`src/rtl/axis_sideband_pkg.sv`:
```
// Shared types and helpers for sc16 sideband datapaths hung off axis_shift_register.
// The rounding/saturation helper is reused by every stage that narrows back to sc16.
package axis_sideband_pkg;

   typedef struct packed {
      logic signed [15:0] i;
      logic signed [15:0] q;
   } sc16_t;

   typedef struct packed {
      logic               sat;
      logic signed [15:0] val;
   } sat16_t;

   // (32767, 0): unity gain at SHIFT=15, so an unconfigured block is a near pass-through
   localparam logic [31:0] UNITY_COEFF = 32'h7FFF_0000;

   // Round half up, arithmetic shift, clip to the signed 16-bit range and flag the clip.
   // One guard bit above the 33-bit sum keeps the rounding add from wrapping.
   function automatic sat16_t sat_round_s16(input logic signed [32:0] v, input int shift);
      logic signed [33:0] rnd;
      logic signed [33:0] shr;
      sat16_t             res;
      rnd = {v[32], v} + (34'sd1 <<< (shift - 1));
      shr = rnd >>> shift;
      if (shr > 34'sd32767) begin
         res.sat = 1'b1;
         res.val = 16'sh7FFF;
      end else if (shr < -34'sd32768) begin
         res.sat = 1'b1;
         res.val = 16'sh8000;
      end else begin
         res.sat = 1'b0;
         res.val = shr[15:0];
      end
      return res;
   endfunction

endpackage

```
`src/rtl/cmul_s16_stage.sv`:
```
// Product stage of the sc16 complex multiplier: four registered 16x16 signed products
// behind a common clock enable so each maps onto one DSP slice.
module cmul_s16_stage
   import axis_sideband_pkg::*;
(
   input  logic               clk,
   input  logic               reset,
   input  logic               en,
   input  sc16_t              a,
   input  sc16_t              b,
   output logic signed [31:0] p_rr,
   output logic signed [31:0] p_ii,
   output logic signed [31:0] p_ri,
   output logic signed [31:0] p_ir
);

   logic signed [31:0] p_rr_q, p_rr_d;
   logic signed [31:0] p_ii_q, p_ii_d;
   logic signed [31:0] p_ri_q, p_ri_d;
   logic signed [31:0] p_ir_q, p_ir_d;

   always_comb begin
      p_rr_d = p_rr_q;
      p_ii_d = p_ii_q;
      p_ri_d = p_ri_q;
      p_ir_d = p_ir_q;
      if (en) begin
         p_rr_d = a.i * b.i;
         p_ii_d = a.q * b.q;
         p_ri_d = a.i * b.q;
         p_ir_d = a.q * b.i;
      end
   end

   always_ff @(posedge clk or posedge reset) begin
      if (reset) begin
         p_rr_q <= '0;
         p_ii_q <= '0;
         p_ri_q <= '0;
         p_ir_q <= '0;
      end else begin
         p_rr_q <= p_rr_d;
         p_ii_q <= p_ii_d;
         p_ri_q <= p_ri_d;
         p_ir_q <= p_ir_d;
      end
   end

   assign p_rr = p_rr_q;
   assign p_ii = p_ii_q;
   assign p_ri = p_ri_q;
   assign p_ir = p_ir_q;

endmodule

```
`src/rtl/axis_sideband_cmul.sv`:
```
// Three-stage sc16 complex multiplier driven purely by axis_shift_register stage strobes.
// Coefficients are double-buffered and swapped only on a sample boundary.
module axis_sideband_cmul
   import axis_sideband_pkg::*;
#(
   parameter int SHIFT = 15,
   parameter int CNT_W = 16
) (
   input  logic             clk,
   input  logic             reset,
   input  logic [15:0]      stage_stb,
   input  logic [31:0]      in_data,
   input  logic [31:0]      coeff,
   input  logic             coeff_load,
   output logic [31:0]      out_data,
   output logic [CNT_W-1:0] sat_count,
   input  logic             sat_clear
);

   logic stb0, stb1, stb2;
   logic unused_stb;

   assign stb0       = stage_stb[0];
   assign stb1       = stage_stb[1];
   assign stb2       = stage_stb[2];
   assign unused_stb = ^stage_stb[15:3];

   logic [31:0]      pending_q, pending_d;
   logic [31:0]      active_q, active_d;
   logic             pend_flag_q, pend_flag_d;
   sc16_t            a_q, a_d;
   sc16_t            b_q, b_d;
   logic [31:0]      out_q, out_d;
   logic [CNT_W-1:0] sat_cnt_q, sat_cnt_d;
   logic             xfer;

   // A pending coefficient is promoted on a sample strobe and used by that same sample
   assign xfer = stb0 & pend_flag_q;

   always_comb begin
      pending_d   = pending_q;
      active_d    = active_q;
      pend_flag_d = pend_flag_q;
      a_d         = a_q;
      b_d         = b_q;
      if (xfer) begin
         active_d    = pending_q;
         pend_flag_d = 1'b0;
      end
      // A load coinciding with a transfer is captured after the old value has moved over
      if (coeff_load) begin
         pending_d   = coeff;
         pend_flag_d = 1'b1;
      end
      if (stb0) begin
         a_d = sc16_t'(in_data);
         b_d = xfer ? sc16_t'(pending_q) : sc16_t'(active_q);
      end
   end

   logic signed [31:0] p_rr, p_ii, p_ri, p_ir;

   cmul_s16_stage u_prod (
      .clk   (clk),
      .reset (reset),
      .en    (stb1),
      .a     (a_q),
      .b     (b_q),
      .p_rr  (p_rr),
      .p_ii  (p_ii),
      .p_ri  (p_ri),
      .p_ir  (p_ir)
   );

   logic signed [32:0] sum_i, sum_q;
   sat16_t             res_i, res_q;

   assign sum_i = {p_rr[31], p_rr} - {p_ii[31], p_ii};
   assign sum_q = {p_ri[31], p_ri} + {p_ir[31], p_ir};
   assign res_i = sat_round_s16(sum_i, SHIFT);
   assign res_q = sat_round_s16(sum_q, SHIFT);

   always_comb begin
      out_d     = out_q;
      sat_cnt_d = sat_cnt_q;
      if (stb2) begin
         out_d = {res_i.val, res_q.val};
      end
      if (sat_clear) begin
         sat_cnt_d = '0;
      end else if (stb2 && (res_i.sat || res_q.sat) && (sat_cnt_q != '1)) begin
         sat_cnt_d = sat_cnt_q + CNT_W'(1);
      end
   end

   always_ff @(posedge clk or posedge reset) begin
      if (reset) begin
         pending_q   <= UNITY_COEFF;
         active_q    <= UNITY_COEFF;
         pend_flag_q <= 1'b0;
         a_q         <= '0;
         b_q         <= '0;
         out_q       <= '0;
         sat_cnt_q   <= '0;
      end else begin
         pending_q   <= pending_d;
         active_q    <= active_d;
         pend_flag_q <= pend_flag_d;
         a_q         <= a_d;
         b_q         <= b_d;
         out_q       <= out_d;
         sat_cnt_q   <= sat_cnt_d;
      end
   end

   assign out_data  = out_q;
   assign sat_count = sat_cnt_q;

endmodule

```
`config.mk`:
```
export PLATFORM = sky130hd
export DESIGN_NAME = axis_sideband_cmul
export DESIGN_NICKNAME = d
export VERILOG_FILES = /design/src/rtl/axis_sideband_pkg.sv /design/src/rtl/cmul_s16_stage.sv /design/src/rtl/axis_sideband_cmul.sv
export SDC_FILE = /design/constraint.sdc
export NUM_CORES = 2
export LEC_CHECK = 0
export ABC_AREA = 1
export BUFFER_PORTS_ARGS = -buffer_cell sky130_fd_sc_hd__buf_2
export CORE_UTILIZATION = 60
export CTS_BUF_LIST = sky130_fd_sc_hd__clkbuf_16
export DETAILED_ROUTE_END_ITERATION = 6
export PLACE_DENSITY = 0.77
export SLEW_MARGIN = 20
export SYNTH_ARGS = -nofsm -noshare
export SYNTH_HDL_FRONTEND = slang
export SYNTH_SLANG_ARGS = --single-unit
```
`constraint.sdc`:
```
create_clock -name clk -period 29.2 [get_ports clk]
set_input_delay 5.84 -clock clk [delete_from_list [all_inputs] [get_ports clk]]
set_output_delay 5.84 -clock clk [all_outputs]
set_load 0.005 [all_outputs]
```
==> run_results.csv <==
group,metric,value,unit
logic_synthesis,synth_nets,8782,
routing,via_per_inst,5.40,
setup_path,required,29.73,ns
floorplan,dieWidth,311,um
worst_hold_path,hold_depth,2,
clock_tree,clk-insertion-delay-late,0.62,ns
logic_synthesis,ys_seq_elements,305,
logic_synthesis,yosysUniqueCellTypes,53,
sta,layout_min_cycle_time,7.65,ns
clock_tree,cts-buffers-inserted,41,
global_route,grt_pass1_vias,47200,
setup_path,r2r_start,"b_q[4]$_DFFE_PP0P_",
logic_synthesis,synth_ff_type,"dfrtp_1",
setup_path,worstSetupPathType,"input pin to asynchronous set/reset pin",
clock_tree,postCtsSetupRepairBufs,0,
logic_synthesis,synth-edff-count,0,
logic_synthesis,synth.cell_area,57100,sq um
worst_hold_path,min_from,"u_prod.p_ir[4]$_DFFE_PP0P_",
floorplan,ios,132,
setup_path,crit_arrival,8.18,ns
logic_synthesis,synth_area_leaders,"fa_1, inv_1, dfrtp_1",
global_route,grt.total_usage,32.5,%
routing,routedWlPerCell,18.0,um
layout,nNetsFinal,8701,
layout,syn2layout_area_growth,4.93,%
setup_path,rrSetupSlack,22.08,ns
placed_design,place_hpwl,120,mm
global_route,antenna_found_initial,0,
setup_path,cp-startpoint,"reset",
sta,hold_viol,0,
layout,fill_cells,8144,
sta,setup_viol,0,
floorplan,initial_core_util,60.9,%
global_route,overflow,0,
setup_path,r2r_end,"u_prod.p_ii[29]$_DFFE_PP0P_",
layout,multi_input_area,40800,sq um
routing,antenna_left,0,
routing,drc,0,
routing,routed-via-count,45400,
routing,first_pass_iters,5,
floorplan,die_h,311,um
sta,rsz0062_at_grt,"no",
floorplan,die-area,96400,sq um
clock_tree,cts_root_buf,"clkbuf_16",
run,cap_viol_max_count,0,
logic_synthesis,async_reset_ff_share,100,%
clock_tree,path_clk_slew,0.06,ns
placed_design,place.gp.congestion,0.989,
sta,fmax,131,MHz
floorplan,row_count,112,
logic_synthesis,yosys.area.top_type,"fa_1",
layout,drive_gt1_share,5.91,%
worst_hold_path,hold_path_class,"register to register",
clock_tree,cts_buffer_depth,3,
sta,relSlewSlack,31.9,%
clock_tree,cts_tree,"built",
setup_path,crit_path_end,"a_q[4]$_DFFE_PP0P_",
sta,min_period_over_period,26.2,%
logic_synthesis,yosysWarnings,0,
status,status,"finished clean",
layout,ff_latch_area,7680,sq um
setup_path,crit_path_max_fanout,100,
setup_path,worstSetupStartpointType,"input pin",
sta,worstMarginPinSlew,1.01,ns
placed_design,portBuffers,118,
logic_synthesis,synth_common_cells,"inv_1, nand2_1, fa_1, ha_1, clkbuf_1",
logic_synthesis,ys_seq_area_share,13.4,%
clock_tree,cts.sinks,305,
routing,drtIter0Drc,4095,
routing,wl,151,mm
clock_tree,cts.htree.levels,2,
sta,drv_slew,0,
logic_synthesis,synth_top_cell_area_share,36.7,%
global_route,grt_max_degree,101,
setup_path,rr_worst_depth,19,
clock_tree,cts_hold_buffers,0,
logic_synthesis,syn_inst,7197,
floorplan,floorplan.core_area,93700,sq um
sta,fin_skew,0.0342,ns
global_route,grt_pass1_wl,247,mm
layout,antenna_cells,0,
sta,fin_setup_tns,0,ns
logic_synthesis,syn_avg_cell_area,7.94,sq um
clock_tree,cts_resized,0,
setup_path,end_kind,"asynchronous set/reset pin",
logic_synthesis,synth_most_common_cell,"inv_1",
-- layout make-up --
class	instances	share of cell area [%]
Timing Repair Buffer	180	1.78
Sequential cell	305	12.8
Clock buffer	41	1.71
Clock inverter	32	0.482
Inverter	1991	12.5
Tap cell	1254	2.62
Multi-Input combinational cell	4597	68.1
-- per-stage QoR --
stage | hold WS (ns) | util, % | setup slack (ns) | instances | instance area (sq um)
6_report | 0.479 | 63.9 | 21.55 | 8400 | 59900
5_1_grt | 0.500 | 63.9 | 21.10 | 8400 | 59900
4_1_cts | 0.482 | 63.9 | 21.41 | 8400 | 59900
3_5_place_dp | 0.468 | 62.5 | 20.76 | 8327 | 58600
3_3_place_gp | 0.460 | 62.5 | 20.79 | 8327 | 58600
2_1_floorplan | 0.446 | - | 14.98 | 7197 | 57100
-- how the worst min path moves through the flow --
stage                                             to  slack (ns)
final                     u_prod.p_ir[4]$_DFFE_PP0P_        0.48
after floorplan           u_prod.p_ir[1]$_DFFE_PP0P_        0.45
after global placement    u_prod.p_ir[2]$_DFFE_PP0P_        0.46
after global routing       pending_q[23]$_DFFE_PP1P_        0.50
after detailed placement  u_prod.p_ir[4]$_DFFE_PP0P_        0.47
after CTS                 u_prod.p_ir[4]$_DFFE_PP0P_        0.48
-- flip-flops by register name, indices dropped and copies added, names as in the netlist --
register,count
a_q,32
active_q,32
b_q,32
out_data,32
pending_q,32
u_prod.p_ii,32
u_prod.p_ir,32
u_prod.p_ri,32
u_prod.p_rr,32
sat_count,16
pend_flag_q,1
-- layout by cell type, fill, tap and decap left out, drive strengths merged, types with 37 or more instances in the layout --
| cell type | Yosys | routed |
|---|---|---|
| xnor2 | 63 | 63 |
| nor2 | 279 | 279 |
| or2 | 45 | 45 |
| nand3 | 121 | 121 |
| inv | 1991 | 2000 |
| xor2 | 53 | 53 |
| nand4 | 37 | 37 |
| nand2 | 1815 | 1815 |
| ha | 453 | 453 |
| o21ai | 234 | 234 |
| a21oi | 221 | 221 |
| dfrtp | 275 | 275 |
| mux2 | 48 | 48 |
| a31oi | 44 | 44 |
| buf | 15 | 180 |
| clkbuf | 289 | 41 |
| fa | 1048 | 1048 |
-- logic make-up after synthesis --
family | Yosys count | synth area share, %
and+or+nand+nor | 2347 | 16.4
DFF | 305 | 13.4
buffers and inverters | 2295 | 15.1
muxes | 48 | 0.946
xor gates and xnor gates | 116 | 1.78
adders and majority gates | 1501 | 46.6
AOI/OAI and AO/OA | 585 | 5.64
-- per-layer routing --
metal | GRT usage [%] | up-vias | share of wire [%]
met5 | 0 | - | 0
li1 | - | 20700 | -
met3 | 6.89 | 344 | 9.9
met2 | 49.8 | 1992 | 44
met1 | 44.9 | 22300 | 41
met4 | 13.5 | 0 | 4.6
-- critical path: stages --
cell	delay (ns)
buf_2	0.13
inv_8	0.48
buf_4	0.73
buf_4	0.82
Power is left out: the tool's default activity adds up to more than one toggle a clock period on the data nets, which glitch-free logic cannot reach.
